`src/rtl/vga_pkg.sv`:
```
// Shared VGA screen-buffer constants and the fill-engine state/grant encodings.
`timescale 1ns/1ps
package vga_pkg;

    localparam int H_TILES     = 80;
    localparam int V_TILES     = 30;
    localparam int SINGLE_DATA = 7;
    localparam int STRB_WIDTH  = 4;
    localparam int NUM_ADDRS   = (H_TILES * V_TILES) / STRB_WIDTH;
    localparam int ADDR_WIDTH  = 10;
    localparam int DATA_WIDTH  = SINGLE_DATA * STRB_WIDTH;

    typedef enum logic [1:0] {
        ST_IDLE   = 2'd0,
        ST_FILL   = 2'd1,
        ST_FINISH = 2'd2
    } fill_state_e;

    typedef enum logic {
        GR_AXI  = 1'b0,
        GR_FILL = 1'b1
    } grant_e;

endpackage

```
`src/rtl/vga_buf_arbiter.sv`:
```
// Screen-buffer write-port arbiter: shares the single write port between the
// AXI-lite write path and a range fill engine with round-robin on conflict.
`timescale 1ns/1ps
module vga_buf_arbiter
    import vga_pkg::*;
#(
    parameter int NUM_ADDRS   = vga_pkg::NUM_ADDRS,
    parameter int ADDR_WIDTH  = vga_pkg::ADDR_WIDTH,
    parameter int DATA_WIDTH  = vga_pkg::DATA_WIDTH,
    parameter int SINGLE_DATA = vga_pkg::SINGLE_DATA,
    parameter int STRB_WIDTH  = vga_pkg::STRB_WIDTH
) (
    input  logic                   clk_i,
    input  logic                   rst_i,
    input  logic                   axi_wr_valid_i,
    output logic                   axi_wr_ready_o,
    input  logic [ADDR_WIDTH-1:0]  axi_wr_addr_i,
    input  logic [STRB_WIDTH-1:0]  axi_wr_strb_i,
    input  logic [DATA_WIDTH-1:0]  axi_wr_data_i,
    input  logic                   fill_start_i,
    input  logic                   fill_abort_i,
    input  logic [ADDR_WIDTH-1:0]  fill_first_i,
    input  logic [ADDR_WIDTH-1:0]  fill_last_i,
    input  logic [SINGLE_DATA-1:0] fill_char_i,
    output logic                   fill_busy_o,
    output logic                   fill_done_o,
    output logic                   fill_err_o,
    output logic                   wr_en_o,
    output logic [ADDR_WIDTH-1:0]  w_addr_o,
    output logic [STRB_WIDTH-1:0]  w_strb_o,
    output logic [DATA_WIDTH-1:0]  din_o
);

    localparam logic [ADDR_WIDTH-1:0] LAST_LEGAL = ADDR_WIDTH'(NUM_ADDRS - 1);

    fill_state_e            state_reg, state_next;
    grant_e                 last_grant_reg, last_grant_next;
    logic [ADDR_WIDTH-1:0]  ptr_reg, ptr_next;
    logic [ADDR_WIDTH-1:0]  last_reg, last_next;
    logic [SINGLE_DATA-1:0] char_reg, char_next;
    logic                   err_next;
    logic                   grant_axi, grant_fill, range_ok;

    logic                   wr_en_reg, busy_reg, done_reg, err_reg;
    logic [ADDR_WIDTH-1:0]  w_addr_reg;
    logic [STRB_WIDTH-1:0]  w_strb_reg;
    logic [DATA_WIDTH-1:0]  din_reg;

    assign range_ok = (fill_first_i <= fill_last_i) && (fill_last_i <= LAST_LEGAL);

    always_comb begin
        state_next      = state_reg;
        last_grant_next = last_grant_reg;
        ptr_next        = ptr_reg;
        last_next       = last_reg;
        char_next       = char_reg;
        err_next        = 1'b0;
        grant_axi       = 1'b0;
        grant_fill      = 1'b0;
        case (state_reg)
            ST_IDLE: begin
                grant_axi = axi_wr_valid_i;
                if (fill_start_i) begin
                    if (range_ok) begin
                        ptr_next   = fill_first_i;
                        last_next  = fill_last_i;
                        char_next  = fill_char_i;
                        state_next = ST_FILL;
                    end else begin
                        err_next = 1'b1;
                    end
                end
            end
            ST_FILL: begin
                // The fill engine always requests here, so AXI only wins
                // when the previous contested slot went to the fill.
                if (axi_wr_valid_i && (last_grant_reg == GR_FILL)) begin
                    grant_axi       = 1'b1;
                    last_grant_next = GR_AXI;
                end else begin
                    grant_fill      = 1'b1;
                    last_grant_next = GR_FILL;
                    ptr_next        = ptr_reg + ADDR_WIDTH'(1);
                end
                if ((grant_fill && (ptr_reg == last_reg)) || fill_abort_i) begin
                    state_next = ST_FINISH;
                end
            end
            ST_FINISH: begin
                grant_axi  = axi_wr_valid_i;
                state_next = ST_IDLE;
            end
            default: state_next = ST_IDLE;
        endcase
    end

    always_ff @(posedge clk_i or posedge rst_i) begin
        if (rst_i) begin
            state_reg      <= ST_IDLE;
            last_grant_reg <= GR_FILL;
            ptr_reg        <= '0;
            last_reg       <= '0;
            char_reg       <= '0;
            wr_en_reg      <= 1'b0;
            w_addr_reg     <= '0;
            w_strb_reg     <= '0;
            din_reg        <= '0;
            busy_reg       <= 1'b0;
            done_reg       <= 1'b0;
            err_reg        <= 1'b0;
        end else begin
            state_reg      <= state_next;
            last_grant_reg <= last_grant_next;
            ptr_reg        <= ptr_next;
            last_reg       <= last_next;
            char_reg       <= char_next;
            busy_reg       <= (state_next != ST_IDLE);
            done_reg       <= (state_next == ST_FINISH);
            err_reg        <= err_next;
            wr_en_reg      <= grant_axi | grant_fill;
            if (grant_axi) begin
                w_addr_reg <= axi_wr_addr_i;
                w_strb_reg <= axi_wr_strb_i;
                din_reg    <= axi_wr_data_i;
            end else if (grant_fill) begin
                w_addr_reg <= ptr_reg;
                w_strb_reg <= {STRB_WIDTH{1'b1}};
                din_reg    <= DATA_WIDTH'({STRB_WIDTH{char_reg}});
            end else begin
                w_addr_reg <= '0;
                w_strb_reg <= '0;
                din_reg    <= '0;
            end
        end
    end

    assign axi_wr_ready_o = axi_wr_valid_i & grant_axi;
    assign fill_busy_o    = busy_reg;
    assign fill_done_o    = done_reg;
    assign fill_err_o     = err_reg;
    assign wr_en_o        = wr_en_reg;
    assign w_addr_o       = w_addr_reg;
    assign w_strb_o       = w_strb_reg;
    assign din_o          = din_reg;

endmodule

```
`config.mk`:
```
export PLATFORM = sky130hd
export DESIGN_NAME = vga_buf_arbiter
export DESIGN_NICKNAME = d
export VERILOG_FILES = /design/src/rtl/vga_pkg.sv /design/src/rtl/vga_buf_arbiter.sv
export SDC_FILE = /design/constraint.sdc
export NUM_CORES = 1
export LEC_CHECK = 0
export ABC_AREA = 1
export BUFFER_PORTS_ARGS = -buffer_cell sky130_fd_sc_hd__buf_2
export CORE_MARGIN = 2
export CORE_UTILIZATION = 50
export CTS_CLUSTER_DIAMETER = 50
export DETAILED_ROUTE_END_ITERATION = 10
export PLACE_DENSITY = 0.79
export SETUP_SLACK_MARGIN = 0.02
export SLEW_MARGIN = 20
export SYNTH_ARGS = -nofsm -noshare
export SYNTH_HDL_FRONTEND = slang
export SYNTH_SLANG_ARGS = --single-unit
```
`constraint.sdc`:
```
create_clock -name clk_i -period 3.6 [get_ports clk_i]
set_input_delay 0.72 -clock clk_i [delete_from_list [all_inputs] [get_ports clk_i]]
set_output_delay 0.72 -clock clk_i [all_outputs]
set_load 0.01 [all_outputs]
```
# Word-level counts from Yosys, hierarchy flattened
# Cells that the tools add are included.
totals:
  register_bits: 76
  inputBits: 74
  output_inout_bits: 47
  elab_cells: 56
op_classes:
  addsub: 1
  magnitude_cmp: 2
  n_eq_ne: 7
  muxes: 22
  n_bitwise: 2
  reduce_logical: 10
ops:
  columns: ["op", "n"]
  rows:
  - ["two-way mux 28 bit", 2]
  - ["two-way mux 10 bit", 5]
  - ["case mux 10 bit (2 select lines)", 1]
  - ["adder 10 x 1 -> 10 bit, second input constant", 1]
  - ["== test 10 bit", 1]
  - ["<= comparator 10 bit", 1]
  - ["<= comparator 10 bit, second input constant", 1]
  - ["two-way mux 4 bit", 2]
  - ["two-way mux 1 bit", 7]
  - ["two-way mux 2 bit", 3]
  - ["inequality test 2 bit, second input constant", 3]
  - ["== test 2 bit, second input constant", 2]
  - ["case mux 2 bit (2 select lines)", 1]
  - ["AND reduction 4 bit", 1]
  - ["nonzero test 2 bit", 2]
  - ["logical AND 1 bit", 3]
  - ["AND reduction 3 bit", 1]
  - ["== test 2 x 1 -> 1 bit, second input constant", 1]
  - ["zero test 2 bit", 1]
  - ["case mux 1 bit (2 select lines)", 1]
  - ["OR reduction 2 bit", 1]
  - ["bitwise AND 1 bit", 1]
  - ["logical OR 1 bit", 1]
  - ["bitwise OR 1 bit", 1]

# Logic depth before layout (Yosys ltp)
depth:
  ltp_word: 8
  ltp_mapped: 14
  ltp_nobuf: 13

# Worst setup path before layout
# Ideal clock, no wire load.
synth_path:
  path_kind: "in2out"
  from: "input port axi_wr_valid_i"
  to: "output port axi_wr_ready_o"
  arrival_time_ns: 1.356
  required_ns: 2.880
  setup_slack_ns: 1.524
  cell_stages: 5
  path_cell_list: "nand2_1 -> inv_1 -> a22oi_1 -> clkinv_1 -> buf_2"
synth_between:
  elab_chain_len: 4
synth_lines:
  columns: ["element", "line_no", "source"]
  rows:
  - ["from (decl)", "vga_buf_arbiter.sv:15", "input logic axi_wr_valid_i,"]
  - ["logical AND 1 bit", "vga_buf_arbiter.sv:77", "if (axi_wr_valid_i && (last_grant_reg == GR_FILL)) begin"]
  - ["two-way mux 1 bit", "vga_buf_arbiter.sv:77", null]
  - ["case mux 1 bit (2 select lines)", "vga_buf_arbiter.sv:60", "case (state_reg)"]
  - ["bitwise AND 1 bit *", "vga_buf_arbiter.sv:137", "assign axi_wr_ready_o = axi_wr_valid_i & grant_axi;"]
  - ["to (decl)", "vga_buf_arbiter.sv:16", "output logic axi_wr_ready_o,"]
# Every way passes the cells marked *; elsewhere a longest branch is shown, timed or not.

# Final worst setup path
layout_path:
  from: "input port fill_last_i[9]"
  to: "register char_reg[6]"
layout_between:
  elab_chain_len: 3
  elab_cells_between_ends: 4
layout_lines:
  columns: ["element", "line_no", "source"]
  rows:
  - ["from (decl)", "vga_buf_arbiter.sv:23", "input logic [ADDR_WIDTH-1:0] fill_last_i,"]
  - ["<= comparator 10 bit", "vga_buf_arbiter.sv:49", "assign range_ok = (fill_first_i <= fill_last_i) && (fill_last_i <= LAST_LEGAL);"]
  - ["logical AND 1 bit *", "vga_buf_arbiter.sv:49", null]
  - ["AND reduction 3 bit (no line) *", null, null]
  - ["to (signal assigned)", "vga_buf_arbiter.sv:116", "char_reg <= char_next;"]
  - ["to (decl)", "vga_buf_arbiter.sv:40", "logic [SINGLE_DATA-1:0] char_reg, char_next;"]
# Marks and branches as above.
# A chain may end at the register's enable or synchronous reset.

==> impl_metrics.tcl <==
set metrics [dict create \
    instances_no_fill 636 \
    power_uw 2810 \
    synthFlopType "dfrtp_1" \
    core_sq_um 7210 \
    hold_class "in -> async" \
    cts_resized 0 \
    fin_crit_sh 0.678 \
    portBuffers 120 \
    p_sw_frac 0.382 \
    wl_per_cell_um 13.0 \
    maxCapViolations 0 \
    yosys-top-cells-area "dfrtp_1 51%, nand2_1 15%, inv_1 4.3%" \
    place_hpwl_um 6350 \
    drt_iter0_drc 162 \
    crit_path_start_kind "primary input" \
    cts-root-buf "clkbuf_8" \
    die_area_sq_um 8090 \
    synth_most_common_cell "nand2_1" \
    worst_pin_slew_ns 0.625 \
    cp.arrival_ns 2.66 \
    p_int_uw 1740 \
    largest_reg_flops 28 \
    drt_wl_total_um 8300 \
    insertion_delay_ns 0.35 \
    hold_buffers 0 \
    via_per_inst 4.86 \
    clk_pin_slew_ns 0.08 \
    synth_edf_count 0 \
    vias 3092 \
    crit_type "in -> reg" \
    grt.overflow.total 0 \
    final_hold_viol_count 0 \
    final_max_slew_viol_count 0 \
    start_util 0.512 \
    dr.pass1.iters 4 \
    ys_seq_area_frac 0.515 \
    synthCells 412 \
    finalSetupViolations 0 \
    status "finished, final reports clean" \
    grt_use_total 0.214 \
    cts_tree "done" \
    seq_power_share 0.455 \
    vdd_drop_max_mv 0.226 \
    power.leakage_uw 0.00261 \
    crit_required_ns 3.82 \
    reg2reg_setup_slack_ns 1.64 \
    cts_buffer_depth 2 \
    setup_slack_ns 1.16 \
    clock_skew_ns 0.0103 \
    worstPathMaxFanout 28 \
    synth_nets 497 \
    globalplace.congestion 0.872 \
    grt_pass1_wl_um 13800 \
    die_height_um 89.9 \
    setup_tns_ns 0 \
    post_cts_buffers 0 \
    max_slew_margin 0.583 \
    dieWidth_um 89.9 \
    ys_types 39 \
    fin_crit_ns 2.44 \
    drive_gt1_frac 0.358 \
    synth_area_per_cell_sq_um 8.96 \
    yosysTopAreaCell "dfrtp_1" \
    grt_max_degree 43 \
    rsz0062_at_grt "no" \
    htreeDepth 3 \
    placed_cells 620 \
    pwr-share-comb 0.336 \
    post-place-ws_ns 0.816 \
    clock-sinks 76 \
    synth_top_area_share 0.508 \
    ys_ff_latch 76 \
    rows 31 \
    p_switching_uw 1080 \
    antenna_found_initial 0 \
    n_antenna_cell 0 \
    numCtsBuffers 9 \
    slowest_stage "nand3_2" \
    drc 0 \
    crit_chain "buf_2 -> inv_1 -> ha_1 -> nand2_2 -> inv_1 -> a21oi_2 -> nand3_2 -> nand2_2 -> nand3_2 -> buf_12 -> nand2_1 -> o21ai_0" \
    p_per_area_nw_per_um2 623 \
    critPathCaptureType "flip-flop" \
    critical-path-max-stage-delay_ns 0.48 \
    netlist_area_sq_um 3690 \
    grt_pass1_vias 2908 \
    fmax_mhz 410 \
    ys_warn_count 0 \
    synthTopCellsByCount "152 x nand2_1, 75 x dfrtp_1, 42 x inv_1" \
    synthArstFlopShare 1.00 \
    area_growth_pct 22.3 \
    nets 617 \
    clkPwrFrac 0.209 \
    detail-route-antenna-nets 0 \
    num_io_pins 121 \
]
==> placed cells by master (no fill, tap or decap), types with 6 or more instances in the layout <==
cell	count
nand2_2	13
nand3_2	13
inv_1	41
o21ai_0	15
o21ai_2	11
nand2_1	152
ha_1	11
clkbuf_8	9
nand3_1	9
o21ai_1	9
dfrtp_1	75
nor2_1	6
buf_2	120
==> cell families after synthesis <==
| family | after synthesis | synth area share |
|---|---|---|
| xor+xnor | 8 | 0.0190 |
| fa+ha+maj | 11 | 0.0373 |
| compound gates | 47 | 0.0796 |
| buf+inv | 61 | 0.0810 |
| simple gates | 209 | 0.268 |
| flops | 76 | 0.515 |
==> per-layer routing <==
| layer | share of wire | global-route usage | vias up |
|---|---|---|---|
| met5 | 0 | 0 | - |
| met4 | 0.022 | 0.0897 | 0 |
| met3 | 0.042 | 0.0427 | 18 |
| met2 | 0.48 | 0.336 | 93 |
| met1 | 0.46 | 0.294 | 1449 |
| li1 | - | - | 1532 |
==> path summary, 6_finish.rpt <==
path | from | to | cells past startpoint
max | fill_last_i[9] | char_reg[6]$_DFFE_PP0P_ | 12
min | rst_i | w_addr_o[9]$_DFF_PP0_ | 2
max reg2reg | state_reg[1]$_DFF_PP0_ | char_reg[6]$_DFFE_PP0P_ | 7
min reg2reg | last_grant_reg$_DFFE_PP1P_ | last_grant_reg$_DFFE_PP1P_ | 2
max in group asynchronous | rst_i | last_grant_reg$_DFFE_PP1P_ | 3
min in group clk_i | last_grant_reg$_DFFE_PP1P_ | last_grant_reg$_DFFE_PP1P_ | 2
==> per-stage QoR <==
| step | hold WS (ns) | area (sq um) | utilization |
|---|---|---|---|
| finish | 0.378 | 4520 | 0.626 |
| global route | 0.407 | 4520 | 0.626 |
| CTS | 0.386 | 4520 | 0.626 |
| detailed placement | 0.463 | 4340 | 0.601 |
| global placement | 0.453 | 4340 | 0.601 |
| floorplan | 0.448 | 3690 | - |
==> area by class of cell <==
| cell class | instances | area, sq um |
|---|---|---|
| Fill cell | 649 | 2700 |
| Tap cell | 99 | 124 |
| Timing Repair Buffer | 124 | 643 |
| Sequential cell | 76 | 1900 |
| Clock buffer | 9 | 124 |
| Inverter | 46 | 175 |
| Multi-Input combinational cell | 275 | 1490 |
| Clock inverter | 7 | 56.3 |
==> power groups by stage <==
| stage | Combinational, uW | Clock [uW] | Sequential, uW |
|---|---|---|---|
| finish | 945 | 588 | 1280 |
| global route | 1060 | 647 | 1310 |
| CTS | 953 | 602 | 1280 |
| detailed placement | 947 | 0 | 1290 |
| global placement | 917 | 0 | 1290 |
| floorplan | 627 | 0 | 1310 |
==> critical path: cells and delay by family <==
| family | cells | cell delay [ns] |
|---|---|---|
| compound gates | 2 | 0.23 |
| fa+ha+maj | 1 | 0.29 |
| buf+inv | 4 | 0.58 |
| simple gates | 5 | 0.81 |
Power figures use the tool's default switching activity.
